--- config.mk ---
export PLATFORM = sky130hd
export DESIGN_NAME = encoder_n_rr_flat
export DESIGN_NICKNAME = d
export VERILOG_FILES = /design/src/rtl/encoder_pkg.sv /design/src/rtl/encoder_n_rr_if.sv /design/src/rtl/encoder_rr_pick.sv /design/src/rtl/encoder_n_rr.sv /design/src/flat_wrapper.sv
export SDC_FILE = /design/constraint.sdc
export NUM_CORES = 1
export LEC_CHECK = 0
export CORE_AREA = 2 2 50 52
export DETAILED_ROUTE_END_ITERATION = 10
export DIE_AREA = 0 0 52 54
export GPL_TIMING_DRIVEN = 0
export PLACE_DENSITY = 0.79
export SETUP_SLACK_MARGIN = 0.2
export SLEW_MARGIN = 5
export SYNTH_ARGS = -nofsm -noshare
export SYNTH_HDL_FRONTEND = slang
export SYNTH_SLANG_ARGS = --single-unit
--- constraint.sdc ---
create_clock -name clk -period 10.1 [get_ports clk]
set_clock_uncertainty 0.05 [all_clocks]
set_input_delay 2.02 -clock clk [delete_from_list [all_inputs] [get_ports clk]]
set_output_delay 2.02 -clock clk [all_outputs]
set_load 0.01 [all_outputs]
--- src/rtl/encoder_pkg.sv ---
// Shared definitions for the N-to-log2(N) request encoder.
//   MODE_FIXED / MODE_RR : values of rr_mode
//   idx_wrap(idx, n)     : successor of idx in the ring 0..n-1
package encoder_pkg;

  localparam logic MODE_FIXED = 1'b0;
  localparam logic MODE_RR    = 1'b1;

  // Wraps N-1 back to 0. When N is not a power of two this wrap
  // happens before the index width would overflow.
  function automatic int unsigned idx_wrap(int unsigned idx, int unsigned n);
    return (idx + 32'd1 >= n) ? 32'd0 : idx + 32'd1;
  endfunction

endpackage

--- src/rtl/encoder_n_rr_if.sv ---
// Request/response bundle for encoder_n_rr.
//   master : drives en, rr_mode, y; observes a, valid, multi
//   slave  : the encoder side
interface encoder_n_rr_if #(
  parameter int N = 8
);
  localparam int W = $clog2(N);

  logic         en;
  logic         rr_mode;
  logic [N-1:0] y;
  logic [W-1:0] a;
  logic         valid;
  logic         multi;

  modport master (output en, rr_mode, y, input a, valid, multi);
  modport slave  (input en, rr_mode, y, output a, valid, multi);
endinterface

--- src/rtl/encoder_rr_pick.sv ---
// Combinational round-robin pick.
//   y   : request vector
//   ptr : first index to consider (0..N-1)
//   win : first set index at or above ptr, wrapping past N-1 to 0
//   hit : any request present
module encoder_rr_pick #(
  parameter  int N = 8,
  localparam int W = $clog2(N)
) (
  input  logic [N-1:0] y,
  input  logic [W-1:0] ptr,
  output logic [W-1:0] win,
  output logic         hit
);

  logic [N-1:0] rot;
  logic [W-1:0] off;
  logic [W:0]   sum;

  // Rotating the doubled vector makes rot[i] = y[(ptr+i) mod N] for any N.
  assign rot = N'({y, y} >> ptr);

  // Lowest set bit of the rotated vector = distance from ptr.
  always_comb begin
    off = '0;
    for (int i = N - 1; i >= 0; i--)
      if (rot[i]) off = W'(i);
  end

  // Un-rotate: (ptr + off) mod N, with one extra bit so N=2^W cannot overflow.
  assign sum = {1'b0, ptr} + {1'b0, off};
  assign win = (sum >= (W+1)'(N)) ? W'(sum - (W+1)'(N)) : W'(sum);
  assign hit = |y;

endmodule

--- src/rtl/encoder_n_rr.sv ---
// Registered N-to-log2(N) encoder, fixed-priority or round-robin.
//   clk, rst_n : clock, async active-low reset
//   bus.en     : sample enable
//   bus.rr_mode: 0 = highest index wins, 1 = round-robin from ptr
//   bus.y      : request vector
//   bus.a      : registered winner index (holds when nothing sampled)
//   bus.valid  : one-cycle pulse per sampled non-zero request
//   bus.multi  : sampled request had more than one bit set
module encoder_n_rr
  import encoder_pkg::*;
#(
  parameter int N = 8
) (
  input  logic           clk,
  input  logic           rst_n,
  encoder_n_rr_if.slave  bus
);

  localparam int W = $clog2(N);

  logic [W-1:0] ptr, a_q, fix_win, rr_win, win;
  logic         any_req, take, multi_d, valid_q, multi_q;

  encoder_rr_pick #(.N(N)) u_rr_pick (
    .y   (bus.y),
    .ptr (ptr),
    .win (rr_win),
    .hit (any_req)
  );

  // Fixed priority: last assignment in an ascending scan is the highest index.
  always_comb begin
    fix_win = '0;
    for (int i = 0; i < N; i++)
      if (bus.y[i]) fix_win = W'(i);
  end

  assign win     = (bus.rr_mode == MODE_RR) ? rr_win : fix_win;
  assign take    = bus.en & any_req;
  assign multi_d = |(bus.y & (bus.y - N'(1)));

  always_ff @(posedge clk or negedge rst_n) begin
    if (!rst_n) begin
      ptr     <= '0;
      a_q     <= '0;
      valid_q <= 1'b0;
      multi_q <= 1'b0;
    end else begin
      valid_q <= take;
      multi_q <= take & multi_d;
      if (take) begin
        a_q <= win;
        if (bus.rr_mode == MODE_RR)
          ptr <= W'(idx_wrap(32'(rr_win), N));
      end
    end
  end

  assign bus.a     = a_q;
  assign bus.valid = valid_q;
  assign bus.multi = multi_q;

endmodule

--- src/flat_wrapper.sv ---
// flat-port wrapper written by rule: the top's interface ports become plain ports
module encoder_n_rr_flat import encoder_pkg::*;
#(
  parameter int N = 8
)
  (clk, rst_n, bus_en, bus_rr_mode, bus_y, bus_a, bus_valid, bus_multi);
  encoder_n_rr_if #(.N(N)) bus_i ();
  input  logic clk;
  input  logic rst_n;
  input wire logic [$bits(bus_i.en)-1:0] bus_en;
  input wire logic [$bits(bus_i.rr_mode)-1:0] bus_rr_mode;
  input wire logic [$bits(bus_i.y)-1:0] bus_y;
  output wire logic [$bits(bus_i.a)-1:0] bus_a;
  output wire logic [$bits(bus_i.valid)-1:0] bus_valid;
  output wire logic [$bits(bus_i.multi)-1:0] bus_multi;
  assign bus_i.en = bus_en;
  assign bus_i.rr_mode = bus_rr_mode;
  assign bus_i.y = bus_y;
  assign bus_a = bus_i.a;
  assign bus_valid = bus_i.valid;
  assign bus_multi = bus_i.multi;
  encoder_n_rr #(.N(N)) u_core (.clk(clk), .rst_n(rst_n), .bus(bus_i));
endmodule
== Word level (Yosys, flattened, before mapping) ==
Cells that the tools add are included.

* Logic and storage cells: 35
* ROM bits: 0
* Memories kept: 0
* Input bits: 12
* Output and inout port bits: 5
* Bits in latches: 0
* Flip-flop bits (word level): 8
* RAM bits: 0

* Reduce and logical (&&, ||, !) cells: 3
* Multiply operators: 0
* Bitwise operators: 3
* Magnitude comparators: 2
* Eq/ne operators: 0
* Add/sub/neg operators: 4
* Muxes and demuxes: 18
* Div/mod/pow operators: 0
* Shift-type cells: 1

{| class="wikitable"
|+ Operators by type and width
! operator !! number
|-
| $mux 3 || 17
|-
| $reduce_or 8->1 || 2
|-
| $shr 16x3->8 || 1
|-
| $and 8x8->8 || 1
|-
| $ge 4x4->1 const B || 2
|-
| $sub 8x1->8 const B || 1
|-
| $add 3x1->4 const B || 1
|-
| $add 3x3->4 || 1
|-
| $sub 3x1->3 const B || 1
|-
| $and 1x1->1 || 2
|-
| $reduce_and 2->1 || 1
|-
| $mux 1 || 1
|}

== Logic depth before layout (Yosys ltp) ==
* Depth after elaboration: 15
* Mapped depth: 17
* Mapped depth without buffers: 15

== Hierarchy ==
A second synthesis with hierarchy kept.

* Cell total of the unflattened synthesis: 94
* Area total of the unflattened synthesis: 917.1 µm²

{| class="wikitable"
|+ By module, submodules not included
! module !! times used !! cells an instance !! area each (µm²) !! sequential area each (µm²)
|-
| encoder_rr_pick || 1 || 42 || 478.0 || 0.0
|-
| encoder_n_rr || 1 || 52 || 439.2 || 200.2
|}

== Worst setup path before layout ==
OpenSTA, ideal clock, no wires.

* Kind: input-to-reg
* From: in bus_y[2]
* To: reg u_core.ptr[2]
* Data required time: 9.986 ns
* Slack: 4.936 ns
* Path buffers: 1
* Library setup time: 0.064 ns
* Stages on the path: 15
* Arrival: 5.050 ns
* Cells stage by stage: buf_2 -> mux2_2 -> o21ai_0 -> a211o_1 -> o21ai_0 -> or3b_2 -> a21oi_1 -> ha_1 -> inv_1 -> fa_1 -> inv_1 -> ha_1 -> or4_1 -> mux2i_1 -> a211o_1

* Cells in the longest elaborated chain, start to end: 15
* Elaborated cells on any way between the ends: 19
* Those cells by class: add/sub (3); order compare (2); shift (1); mux (10); bitwise (1); reduce/logical (2)

{| class="wikitable"
|+ RTL lines
! what !! line !! text
|-
| from (decl) || flat_wrapper.sv:12 || <nowiki>input wire logic [$bits(bus_i.y)-1:0] bus_y;</nowiki>
|-
| $shr 16x3->8 || encoder_rr_pick.sv:21 || <nowiki>assign rot = N'({y, y} >> ptr);</nowiki>
|-
| $mux 3 (8 in a row) || encoder_rr_pick.sv:27 || <nowiki>if (rot[i]) off = W'(i);</nowiki>
|-
| $add 3x3->4 || encoder_rr_pick.sv:31 || <nowiki>assign sum = {1'b0, ptr} + {1'b0, off};</nowiki>
|-
| $ge 4x4->1 or $sub 3x1->3 (tied branches) || encoder_rr_pick.sv:32 || <nowiki>assign win = (sum >= (W+1)'(N)) ? W'(sum - (W+1)'(N)) : W'(sum);</nowiki>
|-
| $mux 3 || encoder_rr_pick.sv:32 ||
|-
| $add 3x1->4 || encoder_pkg.sv:12 || <nowiki>return (idx + 32'd1 >= n) ? 32'd0 : idx + 32'd1;</nowiki>
|-
| $ge 4x4->1 || encoder_pkg.sv:12 ||
|-
| $mux 3 || encoder_pkg.sv:12 ||
|-
| to (signal assigned) || encoder_n_rr.sv:54 || <nowiki>ptr <= W'(idx_wrap(32'(rr_win), N));</nowiki>
|-
| to (decl) || encoder_n_rr.sv:21 || <nowiki>logic [W-1:0] ptr, a_q, fix_win, rr_win, win;</nowiki>
|}

Several ways; a longest one is shown, not always the timed one.
A chain may end at the register's enable or synchronous reset.

== Worst setup path after layout ==
Ends and elaborated chain as after synthesis.

==> impl_results.md <==
* Data required time of the worst path at 10.25 ns
* Antenna violations before repair at 0
* # diodes at 0
* DR DRC count at 0
* Unrepaired setup endpoints after global routing: false
* Share of the synthesized area in compound gates (AO/OA/AOI/OAI) at 17.3%
* Number of global-route vias before repair at 1280
* Worst-case clock buffer depth at 2
* Final hold vios at 0
* Flop2flop setup slack at 5.90 ns
* Layout overhead on the synthesized area at 15.5%
* Synthesized netlist net count at 171
* Routability Congestion at 0.846
* Cell count along the critical path at 16
* IO Count at 17
* Worst slew slack as a fraction of its limit at 68.0%
* Horiz. Die Dim at 52 µm
* Maximum clock frequency at 174 MHz
* Post-synthesis simple-gate area fraction at 39.6%
* Cell at the slowest stage of the critical path: fa_1
* Number of resized instances in the post-cts repair step at 0
* Number of antenna-violating nets in the routed design at 0
* Xor-xnor portion of the synthesized cell area at 1.43%
* Post-synth cell types at 43
* Sequential element share of the synthesized area at 16.3%
* Post-CTS setup buffer count at 0
* End of the critical path: u_core.ptr[2]
* CTS tree: yes
* CTS H-tree depth at 1
* Yosys warning count at 0
* Clock insertion delay at the later pin of the skew report at 0.26 ns
* WL final at 3.13 mm
* Type of origin of the critical path: primary input
* Clk sink count at 8
* Seq pwr share at 12.6%
* Count of input and output buffers at 13
* Overall die area at 2810 µm²
* Reg-to-reg endpoint: u_core.ptr[2]
* Cell area after synthesis at 1230 µm²
* Worst path bufs/invs at 4
* Setup crit end kind: flip-flop
* Largest net degree at the start of global routing at 11
* Largest incremental delay on the critical path at 0.53 ns
* Period minus WS final at 5.73 ns
* Flip-flop and latch count after synthesis at 8
* Die height at 54 µm
* Root Buffer Master: clkbuf_4
* Core Box Area at 2320 µm²
* Int Pwr at 0.000226 W
* Tot GR Track Use at 25.2%
* Chain of cells forming the critical path: clkdlybuf4s50_1, buf_2, mux2_2, o21ai_0, a211o_1, o21ai_0, or3b_2, a21oi_1, ha_1, inv_1, fa_1, inv_1, ha_1, or4_1, mux2i_1, a211o_1
* Depth of the most critical reg-to-reg path at 16
* Critical Path Start: bus_y[2]
* Site row count at 18
* Net load switching power at 0.000212 W
* Post-CTS clock slew at the launch and capture registers of the worst setup and hold paths at 0.05 ns
* Per-instance average area after synthesis at 7.88 µm²
* Static power due to leakage at 0.560 nW
* Pre-antenna DRT Iters at 4
* Fraction of final layout cells with drive strength greater than 1 at 22.1%
* Final period util at 56.7%
* Slew Viols, Final at 0
* Mux share of post-synthesis cell area at 9.78%
* CTS hold repair buffers at 0
* Data arrival, critical path at 5.88 ns
* Number of vias in the routed layout at 1303
* Switching portion of total power at 48.4%
* Total congestion overflow after global routing at 0
* Leading cell types in the layout, fill and taps excluded: 20 x nor3_1, 14 x nand2_1, 13 x clkdlybuf4s50_1, 10 x inv_1, 10 x o21ai_0
* Worst hold slack at 0.447 ns
* Status: completed
* Most common cell after layout, fill and taps aside: nor3_1
* Number of DRC markers after the initial detailed-route iteration at 47
* Logic pwr share at 81.8%
* Number of max-capacitance violations reported at 0
* Hold/Removal Path Class: flip-flop to flip-flop
* Launch point of the worst reg-to-reg path: u_core.ptr[1]
* Worst Path Max Fanout at 10
* Final design utilization at 61.2%
* Crit-path leading delay family: simple AND/OR/NAND/NOR gates
* Number of buffers created by CTS at 3
* Startpoint of the tightest hold check path: u_core.bus.a[0]
* Pwr per Cell Area at 309 nW/µm²
* Initial core utilization at 53.0%
* Worst setup path class: primary input to flip-flop
* Least-Margin Pin Slew at 0.476 ns
* Setup tns final at 0 ns
* Count of nets after finishing at 189
* Adder and majority cell fraction of the synthesized area at 4.48%
* DPL Wire Length at 2.36 mm
* Global-route wire length before repair at 5.33 mm
* Clk pwr share at 5.6%
* Main combinational cell family by area after synthesis: simple AND/OR/NAND/NOR gates
* Worst ir drop on vdd at 197 µV
* Setup violations, final at 0
* Count of mapped cells out of synthesis at 156
* Per-cell via count in the routed design at 6.45
* Detailed-route wire length per cell at 15.5 µm
per-stage QoR:
| stage | cell area (µm²) | power, W | std cells | setup WS [ns] |
|---|---|---|---|---|
| detailed placement | 1400 | 0.000409 | 199 | 4.12 |
| CTS | 1420 | 0.000436 | 202 | 4.39 |
| floorplan | 1230 | 0.000332 | 156 | 4.94 |
| finish | 1420 | 0.000438 | 202 | 4.37 |
| global route | 1420 | 0.000481 | 202 | 4.14 |
| global placement | 1400 | 0.000392 | 199 | 4.25 |
tightest hold or removal path, stage by stage (launching register included):
cell and delay (ns):
dfrtp_1 0.35, nand2_1 0.05, o21ai_0 0.06
cell families (layout without fill, tap and decap cells):
family	after synthesis	count (layout)
multiplexers	10	10
flip-flops	8	8
AND/OR/NAND/NOR	75	75
XOR/XNOR	2	2
adder cells (fa/ha/maj)	4	4
buffers and inverters	24	40
AO/OA/AOI/OAI	33	33
Yosys cell counts (all sizes together):
cell type | instances | share of area (%)
ha | 2 | 2.0
a211oi | 2 | 1.2
nor2b | 3 | 1.5
o211ai | 1 | 1.0
nand2b | 3 | 1.5
nor4 | 7 | 5.3
or4 | 4 | 3.1
nor4b | 1 | 0.71
mux4 | 1 | 2.1
o221ai | 1 | 0.71
dfrtp | 8 | 16
nand3 | 1 | 0.41
a31oi | 1 | 0.51
o32ai | 1 | 0.71
o22a | 1 | 0.71
or3b | 1 | 0.71
nor3b | 8 | 8.1
maj3 | 1 | 0.81
or3 | 2 | 1.0
buf | 14 | 8.0
a211o | 2 | 1.4
mux2 | 3 | 2.7
or2 | 1 | 0.51
o31ai | 1 | 0.61
o41ai | 1 | 0.71
o21bai | 2 | 1.2
o21ai | 11 | 4.8
inv | 10 | 3.1
nand2 | 14 | 4.3
a21oi | 9 | 3.7
fa | 1 | 1.6
and2 | 1 | 0.51
mux2i | 6 | 4.9
nor2 | 7 | 2.1
nor3 | 22 | 9.8
xnor2 | 2 | 1.4
cell type report:
type / count / area, µm²
clock buffer: 3 / 22.5
multi-input combinational: 124 / 892
fill: 197 / 901
sequential: 8 / 200
timing repair buffer: 13 / 130
tap: 30 / 37.5
inverter: 10 / 37.5
buffer: 14 / 98.8
layer usage:
layer | part of all wire, % | GRT usage (%)
met3 | 6.5 | 3.06
met1 | 42 | 30.3
met4 | 2.7 | 14.0
met5 | 0 | 0
met2 | 48 | 43.5
sequential cells by signal, indices dropped and copies added, names as in the netlist:
register,count
u_core.ptr,3
u_core.bus.valid,1
u_core.bus.multi,1
u_core.bus.a,3
worst min path at each step:
stage	slack, ns	cells past startpoint	to
2_1_floorplan	0.46	2	u_core.bus.a[0]
3_3_place_gp	0.42	2	u_core.bus.a[1]
3_5_place_dp	0.43	2	u_core.bus.a[0]
4_1_cts	0.45	2	u_core.bus.a[0]
5_1_grt	0.51	2	u_core.bus.a[0]
6_report	0.45	2	u_core.bus.a[0]
power groups by stage:
stage	Sequential [W]	Combinational [W]	Clock, W
finish	0.0000552	0.000358	0.0000247
global route	0.0000560	0.000397	0.0000275
CTS	0.0000548	0.000355	0.0000253
detailed placement	0.0000547	0.000354	0
global placement	0.0000545	0.000338	0
floorplan	0.0000555	0.000277	0
Note: power is estimated with default switching activity, not from simulation.
